===== config.mk =====
export PLATFORM = sky130hd
export DESIGN_NAME = sparse_decompression_flat
export DESIGN_NICKNAME = d
export VERILOG_FILES = /design/src/rtl/sparse_decompression_pkg.sv /design/src/rtl/sparse_decompression_if.sv /design/src/rtl/sparse_group_expand.sv /design/src/rtl/sparse_decompression.sv /design/src/flat_wrapper.sv
export SDC_FILE = /design/constraint.sdc
export NUM_CORES = 1
export LEC_CHECK = 0
export CORE_ASPECT_RATIO = 1.4
export CORE_MARGIN = 2
export CORE_UTILIZATION = 40
export DETAILED_ROUTE_END_ITERATION = 8
export MAX_ROUTING_LAYER = met4
export PLACE_DENSITY = 0.69
export SKIP_CTS_REPAIR_TIMING = 1
export SYNTH_ARGS = -nofsm -noshare
export SYNTH_HDL_FRONTEND = slang
export SYNTH_SLANG_ARGS = --single-unit

===== constraint.sdc =====
create_clock -name clk -period 10.6 [get_ports clk]
set_input_delay 1.59 -clock clk [delete_from_list [all_inputs] [get_ports clk]]
set_output_delay 1.59 -clock clk [all_outputs]
set_load 0.01 [all_outputs]

===== src/rtl/sparse_decompression_pkg.sv =====
// Shared constants, types and state encodings for the sparse decompression block.
package sparse_decompression_pkg;

  localparam int unsigned DATA_WIDTH   = 16;
  localparam int unsigned SPARSE_LANES = 16;
  localparam int unsigned SPARSE_NNZ_W = 5;
  localparam int unsigned SPARSE_IDX_W = 4;
  localparam int unsigned SPARSE_LPC   = 4;

  localparam logic [1:0] DEC_IDLE   = 2'd0;
  localparam logic [1:0] DEC_EXPAND = 2'd1;
  localparam logic [1:0] DEC_OUTPUT = 2'd2;

  typedef logic [DATA_WIDTH-1:0] lane_t;
  typedef lane_t [SPARSE_LANES-1:0] vec_t;

  // Add two lane counts, clamping at SPARSE_LANES (the read pointer never points past the end).
  function automatic logic [SPARSE_NNZ_W-1:0] sat_add(input logic [SPARSE_NNZ_W-1:0] a,
                                                      input logic [SPARSE_NNZ_W-1:0] b);
    logic [SPARSE_NNZ_W:0] sum;
    sum = {1'b0, a} + {1'b0, b};
    if (sum > (SPARSE_NNZ_W + 1)'(SPARSE_LANES)) begin
      return SPARSE_NNZ_W'(SPARSE_LANES);
    end
    return sum[SPARSE_NNZ_W-1:0];
  endfunction

endpackage


===== src/rtl/sparse_decompression_if.sv =====
// Upstream (compressed) and downstream (dense) handshake channels of the decompressor.
interface sparse_decompression_if;
  import sparse_decompression_pkg::*;

  vec_t                    data_in;
  logic [SPARSE_LANES-1:0] index_in;
  logic                    valid_in;
  logic                    ready_in;
  vec_t                    data_out;
  logic [SPARSE_NNZ_W-1:0] nnz_out;
  logic                    valid_out;
  logic                    ready_out;

  // Environment side: produces compressed vectors and consumes dense ones.
  modport master (
    output data_in, index_in, valid_in, ready_out,
    input  ready_in, data_out, nnz_out, valid_out
  );

  // Decompressor side.
  modport slave (
    input  data_in, index_in, valid_in, ready_out,
    output ready_in, data_out, nnz_out, valid_out
  );

endinterface


===== src/rtl/sparse_group_expand.sv =====
// Combinational expansion of one group of dense lanes from the packed non-zero list.
module sparse_group_expand
  import sparse_decompression_pkg::*;
#(
  parameter int unsigned Lpc = SPARSE_LPC
) (
  input  vec_t                    packed_vals,
  input  logic [SPARSE_NNZ_W-1:0] rd_ptr,
  input  logic [Lpc-1:0]          bits,
  output lane_t [Lpc-1:0]         vals,
  output logic [SPARSE_NNZ_W-1:0] group_cnt
);

  logic [SPARSE_NNZ_W:0] offset;
  logic [SPARSE_NNZ_W:0] idx;

  // Each set lane takes packed[rd_ptr + set bits below it]; out-of-range reads give 0.
  always_comb begin
    vals   = '0;
    offset = '0;
    idx    = '0;
    for (int unsigned l = 0; l < Lpc; l++) begin
      idx = {1'b0, rd_ptr} + offset;
      if (bits[l] && (idx < (SPARSE_NNZ_W + 1)'(SPARSE_LANES))) begin
        vals[l] = packed_vals[idx[SPARSE_IDX_W-1:0]];
      end
      offset = offset + {{SPARSE_NNZ_W{1'b0}}, bits[l]};
    end
    group_cnt = offset[SPARSE_NNZ_W-1:0];
  end

endmodule


===== src/rtl/sparse_decompression.sv =====
// Rebuilds a dense 16-lane vector from packed non-zeros plus an occupancy bitmap,
// LANES_PER_CYCLE lanes per cycle, with valid/ready on both sides.
module sparse_decompression
  import sparse_decompression_pkg::*;
#(
  // Must divide SPARSE_LANES.
  parameter int unsigned LANES_PER_CYCLE = SPARSE_LPC
) (
  input logic                   clk,
  input logic                   rst_n,
  sparse_decompression_if.slave bus
);

  localparam int unsigned Groups = SPARSE_LANES / LANES_PER_CYCLE;
  localparam int unsigned GrpW   = (Groups > 1) ? $clog2(Groups) : 1;
  localparam logic [GrpW-1:0] LastGrp = GrpW'(Groups - 1);

  logic [1:0]              state_q, state_d;
  logic [GrpW-1:0]         grp_q, grp_d;
  logic [SPARSE_NNZ_W-1:0] rd_ptr_q, rd_ptr_d;
  logic [SPARSE_NNZ_W-1:0] nnz_q, nnz_d;
  vec_t                    data_out_q, data_out_d;
  vec_t                    data_q;
  logic [SPARSE_LANES-1:0] index_q;
  logic                    capture;

  logic [SPARSE_IDX_W-1:0]    lane_base;
  logic [LANES_PER_CYCLE-1:0] grp_bits;
  lane_t [LANES_PER_CYCLE-1:0] grp_vals;
  logic [SPARSE_NNZ_W-1:0]    grp_cnt;

  assign lane_base = SPARSE_IDX_W'(grp_q * LANES_PER_CYCLE);
  assign grp_bits  = index_q[lane_base +: LANES_PER_CYCLE];

  sparse_group_expand #(
    .Lpc(LANES_PER_CYCLE)
  ) u_group_expand (
    .packed_vals(data_q),
    .rd_ptr     (rd_ptr_q),
    .bits       (grp_bits),
    .vals       (grp_vals),
    .group_cnt  (grp_cnt)
  );

  // FSM next state, group walk and dense output assembly.
  always_comb begin
    state_d    = state_q;
    grp_d      = grp_q;
    rd_ptr_d   = rd_ptr_q;
    nnz_d      = nnz_q;
    data_out_d = data_out_q;
    capture    = 1'b0;
    case (state_q)
      DEC_IDLE: begin
        if (bus.valid_in) begin
          capture    = 1'b1;
          data_out_d = '0;
          nnz_d      = '0;
          grp_d      = '0;
          rd_ptr_d   = '0;
          state_d    = DEC_EXPAND;
        end
      end
      DEC_EXPAND: begin
        for (int unsigned l = 0; l < LANES_PER_CYCLE; l++) begin
          data_out_d[int'(lane_base) + int'(l)] = grp_vals[l];
        end
        rd_ptr_d = sat_add(rd_ptr_q, grp_cnt);
        nnz_d    = nnz_q + grp_cnt;
        grp_d    = grp_q + GrpW'(1);
        if (grp_q == LastGrp) begin
          state_d = DEC_OUTPUT;
        end
      end
      DEC_OUTPUT: begin
        if (bus.ready_out) begin
          state_d = DEC_IDLE;
        end
      end
      default: state_d = DEC_IDLE;
    endcase
  end

  // Control and output registers; reset drops any vector in flight.
  always_ff @(posedge clk or negedge rst_n) begin
    if (!rst_n) begin
      state_q    <= DEC_IDLE;
      grp_q      <= '0;
      rd_ptr_q   <= '0;
      nnz_q      <= '0;
      data_out_q <= '0;
    end else begin
      state_q    <= state_d;
      grp_q      <= grp_d;
      rd_ptr_q   <= rd_ptr_d;
      nnz_q      <= nnz_d;
      data_out_q <= data_out_d;
    end
  end

  // Capture registers; expansion only ever reads these, so upstream may change freely.
  always_ff @(posedge clk or negedge rst_n) begin
    if (!rst_n) begin
      data_q  <= '0;
      index_q <= '0;
    end else if (capture) begin
      data_q  <= bus.data_in;
      index_q <= bus.index_in;
    end
  end

  assign bus.data_out  = data_out_q;
  assign bus.nnz_out   = nnz_q;
  assign bus.valid_out = (state_q == DEC_OUTPUT);
  assign bus.ready_in  = (state_q == DEC_IDLE);

endmodule


===== src/flat_wrapper.sv =====
// flat-port wrapper written by rule: the top's interface ports become plain ports
module sparse_decompression_flat import sparse_decompression_pkg::*;
#(
                              
  parameter int unsigned LANES_PER_CYCLE = SPARSE_LPC
)
  (clk, rst_n, bus_data_in, bus_index_in, bus_valid_in, bus_ready_out, bus_ready_in, bus_data_out, bus_nnz_out, bus_valid_out);
  sparse_decompression_if bus_i ();
  input logic clk;
  input logic rst_n;
  input wire logic [$bits(bus_i.data_in)-1:0] bus_data_in;
  input wire logic [$bits(bus_i.index_in)-1:0] bus_index_in;
  input wire logic [$bits(bus_i.valid_in)-1:0] bus_valid_in;
  input wire logic [$bits(bus_i.ready_out)-1:0] bus_ready_out;
  output wire logic [$bits(bus_i.ready_in)-1:0] bus_ready_in;
  output wire logic [$bits(bus_i.data_out)-1:0] bus_data_out;
  output wire logic [$bits(bus_i.nnz_out)-1:0] bus_nnz_out;
  output wire logic [$bits(bus_i.valid_out)-1:0] bus_valid_out;
  assign bus_i.data_in = bus_data_in;
  assign bus_i.index_in = bus_index_in;
  assign bus_i.valid_in = bus_valid_in;
  assign bus_i.ready_out = bus_ready_out;
  assign bus_ready_in = bus_i.ready_in;
  assign bus_data_out = bus_i.data_out;
  assign bus_nnz_out = bus_i.nnz_out;
  assign bus_valid_out = bus_i.valid_out;
  sparse_decompression #(.LANES_PER_CYCLE(LANES_PER_CYCLE)) u_core (.clk(clk), .rst_n(rst_n), .bus(bus_i));
endmodule

==> results.tsv, run 1 <==
stage	metric	value	unit
grt	antenna_found_initial	10	
timing	setup_viol_count_final	0	
critical_path	timing.critical_path.slowest_stage_cell	sky130_fd_sc_hd__buf_4	
timing	finalWorstPathRequiredPeriod	4.94	ns
yosys	synthesis.area	28400	um^2
critical_path	setup.worst_path.end_class	flop	
grt	grt_pass1_vias	24000	
yosys	yosys_reg_bits	542	
cts	sink_count_of_the_clock_tree	542	
timing	timing.hold.ws	0.473	ns
die	fp.dieW	229	um
yosys	synth_fp_nets	2854	
cts	cts_max_path_buffers	3	
critical_path	setup.worst_path.start_class	flop	
die	floorplan.die_area	73300	um^2
drt	totalWireLength	113000	um
yosys	syn_area_per_cell	11.1	um^2
grt	grt_remaining_overflow	0	
yosys	ys.warnings.count	0	
placement	dp_cells	3864	
critical_path	worstSetupPathType	reg2reg	
yosys	synth_top_area_cell	sky130_fd_sc_hd__dfrtp_1	
final_layout	fin_util	51.8	%
die	initial_core_util	40.4	%
critical_path	critPathArrivalTime	5.47	ns
timing	timing.setup.tns	0	ns
final_layout	multiInputGateArea	14100	um^2
drt	initialDrtViolationCount	2507	
drt	wl_per_cell	28.4	um
timing	grt_setup_unrepaired	no	
critical_path	crit_path_frequent_cell	sky130_fd_sc_hd__mux4_2	
critical_path	max_stage_delay	0.83	ns
yosys	synth_seq_area_share	47.7	%
drt	vias	23600	
yosys	cell_count_after_synthesis	2551	
critical_path	critPathBufInv	1	
die	ios	539	
timing	post-route-period-util	46.6	%
drt	drt_drc_violations_left	0	
yosys	synth_cell_type_count	50	
grt	grt_start_max_net_pins	198	
final_layout	layout.cells.non_filler	3967	
final_layout	fill_cells	6153	
drt	detailed_routing_iteration_count_for_the_pre_antenna_repair_pass	5	
cts	path_clk_slew	0.07	ns
final_layout	regArea	13600	um^2
timing	maxSlewViolCount	0	
critical_path	timing.critical_path.fanout_max	48	
yosys	asyncSetResetFlopFracSynth	100	%
die	core_area	70400	um^2
run	drv.max_cap_violation_count	0	
grt	grt_first_pass_wirelength	164000	um
critical_path	cp_data_required_time	11.13	ns
timing	skew	0.0297	ns
die	rows	115	
grt	grt_usage	31.5	%
timing	max_clock_freq	202	MHz
cts	htreeDepth	2	
final_layout	synth_to_final_area_change	28.2	%
final_layout	final_nets	3285	
status	outcome	complete, no violations	
placement	hpwl	83800	um
yosys	synth.top_cells.by_area	sky130_fd_sc_hd__dfrtp_1 (48%), sky130_fd_sc_hd__mux4_2 (23%), sky130_fd_sc_hd__nand2_1 (14%), sky130_fd_sc_hd__a22o_1 (4.0%), sky130_fd_sc_hd__o21ai_0 (2.7%)	
timing	timing_hold_violations_final	0	
critical_path	timing.reg2reg.setup_slack	5.66	ns
yosys	synth-edff-count	0	
drt	drt-vias-per-instance	5.96	
cts	cts-buffers-inserted	52	
die	floorplan.die.height	319	um
placement	gp_congestion	0.931	
timing	tightest_slew	1.28	ns
cts	cts_tree	yes	
cts	cts_root_buffer	sky130_fd_sc_hd__clkbuf_16	
timing	timing.slew.headroom	13.5	%
critical_path	worst_path_dominant_cell_family	multiplexers	
cts	clk_latency	0.64	ns
hold_path	min-delay-path-class	reg2reg	
drt	route.antenna.remaining_nets	0	
yosys	synth_top_flop_cell	sky130_fd_sc_hd__dfrtp_1	
yosys	synth.top_cell.area_share	47.7	%
final_layout	fraction_of_layout_cells_with_a_size_suffix_above_1	15.2	%
critical_path	ordered_cell_list_for_the_critical_path	mux4_2, fa_1, ha_4, buf_4, mux4_2, mux4_2, a22o_1	
placement	numPortBuffers	538	
path summary, 6_finish.rpt:
path,start,endpoint,cells after the start
max in group asynchronous,rst_n,u_core.bus.data_out[201]$_DFFE_PN0P_,3
worst min register to register,u_core.index_q[0]$_DFFE_PN0P_,u_core.index_q[0]$_DFFE_PN0P_,2
min in group asynchronous,rst_n,u_core.data_q[191]$_DFFE_PN0P_,1
worst max-delay path,u_core.grp_q[0]$_DFFE_PN0P_,u_core.bus.data_out[116]$_DFFE_PN0P_,7
worst min-delay path,u_core.index_q[0]$_DFFE_PN0P_,u_core.index_q[0]$_DFFE_PN0P_,2
worst max register to register,u_core.grp_q[0]$_DFFE_PN0P_,u_core.bus.data_out[116]$_DFFE_PN0P_,7
through the flow:
step           instance area [um^2]  setup WS (ns)
3_5_place_dp                  34600           5.51
4_1_cts                       36400           5.53
6_report                      36500           5.66
2_1_floorplan                 28400           6.43
3_3_place_gp                  34600           5.64
5_1_grt                       36500           5.31
Yosys cell counts, types with 2 or more instances:
library cell,instances
sky130_fd_sc_hd__mux2_2,16
sky130_fd_sc_hd__and3b_1,2
sky130_fd_sc_hd__nand3_1,30
sky130_fd_sc_hd__mux4_2,292
sky130_fd_sc_hd__dfrtp_1,542
sky130_fd_sc_hd__o31ai_1,4
sky130_fd_sc_hd__nor3_1,4
sky130_fd_sc_hd__mux2i_1,33
sky130_fd_sc_hd__nor2_1,3
sky130_fd_sc_hd__o21ai_0,154
sky130_fd_sc_hd__a21oi_1,3
sky130_fd_sc_hd__xnor2_1,5
sky130_fd_sc_hd__clkbuf_2,4
sky130_fd_sc_hd__nor2b_1,7
sky130_fd_sc_hd__a221oi_1,2
sky130_fd_sc_hd__or2_2,2
sky130_fd_sc_hd__a21boi_0,2
sky130_fd_sc_hd__clkbuf_1,147
sky130_fd_sc_hd__a22o_1,129
sky130_fd_sc_hd__buf_6,2
sky130_fd_sc_hd__nand2_1,1040
sky130_fd_sc_hd__nand2b_1,4
sky130_fd_sc_hd__a21o_1,7
sky130_fd_sc_hd__buf_4,5
sky130_fd_sc_hd__buf_2,38
sky130_fd_sc_hd__inv_1,12
sky130_fd_sc_hd__ha_1,22
sky130_fd_sc_hd__xor2_1,5
sky130_fd_sc_hd__and3_1,9
sky130_fd_sc_hd__fa_1,5
sky130_fd_sc_hd__and2_1,2
metal layers:
metal	vias up	track usage, %	part of all wire [%]
met5	-	-	0
met4	0	21.0	8.1
met3	334	6.54	8.9
met2	1443	49.4	48
met1	12000	36.8	35
li1	9892	-	-
registers in the layout (all words and copies together) (netlist names):
| signal | count |
|---|---|
| u_core.bus.data_out | 256 |
| u_core.bus.nnz_out | 5 |
| u_core.data_q | 256 |
| u_core.grp_q | 2 |
| u_core.index_q | 16 |
| u_core.rd_ptr_q | 5 |
| u_core.state_q | 2 |
cell families after synthesis:
family / share of synthesized area, %
multiplexers: 24.9
buffers and inverters: 3.08
AO/OA/AOI/OAI: 7.46
XOR/XNOR: 0.405
AND/OR/NAND/NOR: 15.0
flip-flops: 47.7
adder cells (fa/ha/maj): 1.39
placed cells by master, fill, tap and decap left out, types with 3 or more instances in the layout:
| master | Yosys | final |
|---|---|---|
| sky130_fd_sc_hd__a21o_1 | 7 | 3 |
| sky130_fd_sc_hd__a21o_2 | 0 | 4 |
| sky130_fd_sc_hd__a21oi_1 | 3 | 3 |
| sky130_fd_sc_hd__a22o_1 | 129 | 129 |
| sky130_fd_sc_hd__and3_1 | 9 | 9 |
| sky130_fd_sc_hd__buf_4 | 5 | 34 |
| sky130_fd_sc_hd__bufinv_16 | 0 | 5 |
| sky130_fd_sc_hd__clkbuf_1 | 147 | 5 |
| sky130_fd_sc_hd__clkbuf_16 | 0 | 53 |
| sky130_fd_sc_hd__clkbuf_8 | 0 | 14 |
| sky130_fd_sc_hd__clkdlybuf4s50_1 | 0 | 537 |
| sky130_fd_sc_hd__clkinv_2 | 0 | 7 |
| sky130_fd_sc_hd__clkinvlp_4 | 0 | 7 |
| sky130_fd_sc_hd__dfrtp_1 | 542 | 539 |
| sky130_fd_sc_hd__diode_2 | 0 | 9 |
| sky130_fd_sc_hd__fa_1 | 5 | 3 |
| sky130_fd_sc_hd__ha_1 | 22 | 18 |
| sky130_fd_sc_hd__ha_4 | 0 | 3 |
| sky130_fd_sc_hd__inv_1 | 12 | 12 |
| sky130_fd_sc_hd__mux2_2 | 16 | 16 |
| sky130_fd_sc_hd__mux2i_1 | 33 | 33 |
| sky130_fd_sc_hd__mux4_2 | 292 | 292 |
| sky130_fd_sc_hd__nand2_1 | 1040 | 1039 |
| sky130_fd_sc_hd__nand2b_1 | 4 | 4 |
| sky130_fd_sc_hd__nand3_1 | 30 | 30 |
| sky130_fd_sc_hd__nor2_1 | 3 | 3 |
| sky130_fd_sc_hd__nor2b_1 | 7 | 7 |
| sky130_fd_sc_hd__nor3_1 | 4 | 4 |
| sky130_fd_sc_hd__o21ai_0 | 154 | 154 |
| sky130_fd_sc_hd__o31ai_1 | 4 | 4 |
| sky130_fd_sc_hd__xor2_1 | 5 | 3 |
worst min-delay path, delay by kind of cell (launching register included):
family | cells | cell delay, ns
flip-flops | 1 | 0.34
AND/OR/NAND/NOR | 2 | 0.10
area by class of cell:
class                      count  share of cell area (%)
tap                          936                    3.21
inverter                      13                   0.134
sequential                   542                    37.2
clock inverter                22                   0.803
timing repair buffer         574                    15.6
multi-input combinational   1799                    38.7
clock buffer                  72                    4.22
antenna                        9                  0.0618
Power of run 1 is left out: the tool's default activity adds up to more than one toggle a clock period on the data nets, which glitch-free logic cannot reach.
==> run 2, diff against run 1 <==
--- a/config.mk
+++ b/config.mk
@@ -10,7 +10,7 @@
 export CORE_UTILIZATION = 40
 export DETAILED_ROUTE_END_ITERATION = 8
 export MAX_ROUTING_LAYER = met4
-export PLACE_DENSITY = 0.69
+export PLACE_DENSITY = 0.71
 export SKIP_CTS_REPAIR_TIMING = 1
 export SYNTH_ARGS = -nofsm -noshare
 export SYNTH_HDL_FRONTEND = slang
==> constraint.sdc (replaced) <==
create_clock -name clk -period 4.15 [get_ports clk]
set_input_delay 0.6225 -clock clk [delete_from_list [all_inputs] [get_ports clk]]
set_output_delay 0.6225 -clock clk [all_outputs]
set_load 0.01 [all_outputs]
==> run 2 against run 1 <==
Core utilization up 0.95 points; register-to-register slack lost 5.5 ns; non-clock buffer count increased by 49; first-iteration DRC count increased by 16%; largest cell class unchanged.
==> results.tsv, run 2 (synthesized netlist as in run 1, its figures left out) <==
stage	metric	value	unit
critical_path	ordered_cell_list_for_the_critical_path	mux4_2, fa_1, ha_4, fa_2, buf_12, buf_12, mux4_2, mux4_2, a22o_1	
drt	detailed_routing_iteration_count_for_the_pre_antenna_repair_pass	6	
timing	max_clock_freq	249	MHz
final_layout	fin_util	52.8	%
die	floorplan.die.height	319	um
critical_path	worst_path_dominant_cell_family	multiplexers	
critical_path	max_stage_delay	0.57	ns
grt	antenna_found_initial	49	
critical_path	r2r_cells	9	
die	core_area	70400	um^2
die	floorplan.die_area	73300	um^2
die	initial_core_util	40.4	%
placement	dp_cells	3913	
placement	hpwl	88900	um
cts	clk_latency	0.65	ns
final_layout	layout_commonest_cell	sky130_fd_sc_hd__nand2_1	
hold_path	min-delay-path-class	in2async	
timing	grt_setup_unrepaired	yes	
critical_path	crit_path_frequent_cell	sky130_fd_sc_hd__mux4_2	
timing	tightest_slew	1.22	ns
critical_path	setup.worst_path.start_class	flop	
placement	gp_congestion	0.998	
grt	grt_usage	32.7	%
final_layout	layout.cells.non_filler	4046	
timing	timing_hold_violations_final	0	
timing	post-route-period-util	96.9	%
final_layout	layout.cells.most_common_list	sky130_fd_sc_hd__nand2_1 (1039), sky130_fd_sc_hd__dfrtp_1 (538), sky130_fd_sc_hd__clkdlybuf4s50_1 (537)	
grt	grt_first_pass_wirelength	167000	um
drt	route.antenna.remaining_nets	0	
critical_path	critPathArrivalTime	4.53	ns
final_layout	fraction_of_layout_cells_with_a_size_suffix_above_1	16.7	%
placement	numPortBuffers	538	
final_layout	final_nets	3335	
critical_path	critPathBufInv	2	
drt	initialDrtViolationCount	2903	
die	rows	115	
timing	setup_viol_count_final	0	
cts	path_clk_slew	0.07	ns
timing	timing.slew.headroom	18.5	%
die	fp.dieW	229	um
drt	drt_drc_violations_left	0	
critical_path	cp_data_required_time	4.66	ns
timing	finalWorstPathRequiredPeriod	4.02	ns
critical_path	setup.worst_path.end_class	flop	
die	ios	539	
grt	grt_pass1_vias	23300	
drt	totalWireLength	116000	um
cts	cts-buffers-inserted	53	
critical_path	timing.critical_path.fanout_max	25	
run	drv.max_cap_violation_count	0	
critical_path	worstSetupPathType	reg2reg	
cts	cts_root_buffer	sky130_fd_sc_hd__clkbuf_16	
grt	grt_start_max_net_pins	124	
grt	grt_remaining_overflow	0	
cts	htreeDepth	2	
status	outcome	complete, no violations	
cts	cts_max_path_buffers	3	
cts	sink_count_of_the_clock_tree	542	
timing	maxSlewViolCount	0	
drt	drt-vias-per-instance	5.93	
drt	wl_per_cell	28.7	um
critical_path	timing.critical_path.depth	9	
timing	skew	0.0363	ns
final_layout	synth_to_final_area_change	30.5	%
cts	cts_tree	yes	
drt	vias	24000	
critical_path	timing.critical_path.slowest_stage_cell	sky130_fd_sc_hd__mux4_2	
==> run 2: changes by cell type in the layout (fill, tap and decap cells not counted), sizes merged <==
cell,before,now
bufinv,5,4
buf,37,86
clkinv,9,17
diode,9,35
inv,14,15
clkbuf,72,68
==> run 2: worst reg2reg max path, stage by stage (launching register included) <==
cell	delay, ns
sky130_fd_sc_hd__dfrtp_2	0.46
sky130_fd_sc_hd__mux4_2	0.57
sky130_fd_sc_hd__fa_1	0.58
sky130_fd_sc_hd__ha_4	0.20
sky130_fd_sc_hd__fa_2	0.57
sky130_fd_sc_hd__buf_12	0.19
sky130_fd_sc_hd__buf_12	0.22
sky130_fd_sc_hd__mux4_2	0.36
sky130_fd_sc_hd__mux4_2	0.55
sky130_fd_sc_hd__a22o_1	0.23
==> run 2: metrics by stage <==
step / TNS, ns / hold slack [ns] / area, um^2 / setup WS (ns)
floorplan: 0 / 0.327 / 28400 / 0.00268
global placement: 0 / 0.455 / 35200 / 0.0999
detailed placement: 0 / 0.463 / 35200 / 0.0427
CTS: 0 / 0.0429 / 37000 / 0.0158
global route: -0.163 / 0.0685 / 37100 / -0.0408
finish: 0 / 0.0234 / 37100 / 0.127
==> run 2: metal layers <==
| layer | track usage [%] | vias up | wire (um) |
|---|---|---|---|
| li1 | - | 10000 | - |
| met1 | 38.9 | 12000 | 40700 |
| met2 | 50.6 | 1590 | 55600 |
| met3 | 6.40 | 355 | 10600 |
| met4 | 21.6 | 0 | 9090 |
| met5 | - | - | 0 |
==> run 2: path summary, 6_finish.rpt <==
path / slack (ns) / endpoint / start
hold / removal: 0.02 / u_core.data_q[243]$_DFFE_PN0P_ / rst_n
setup / recovery: 0.13 / u_core.bus.data_out[52]$_DFFE_PN0P_ / u_core.grp_q[0]$_DFFE_PN0P_
hold reg to reg: 0.48 / u_core.index_q[9]$_DFFE_PN0P_ / u_core.index_q[9]$_DFFE_PN0P_
min in group clk: 0.48 / u_core.index_q[9]$_DFFE_PN0P_ / u_core.index_q[9]$_DFFE_PN0P_
setup reg to reg: 0.13 / u_core.bus.data_out[52]$_DFFE_PN0P_ / u_core.grp_q[0]$_DFFE_PN0P_
max in group asynchronous: 3.13 / u_core.bus.data_out[174]$_DFFE_PN0P_ / rst_n
==> run 2: cell type report <==
| class | count | area, um^2 |
|---|---|---|
| fill | 6081 | 33200 |
| multi-input combinational | 1799 | 14100 |
| sequential | 542 | 13600 |
| antenna | 35 | 87.6 |
| clock buffer | 68 | 1490 |
| clock inverter | 30 | 307 |
| inverter | 13 | 48.8 |
| tap | 936 | 1170 |
| timing repair buffer | 623 | 6320 |
Power of run 2 is left out for the same reason.
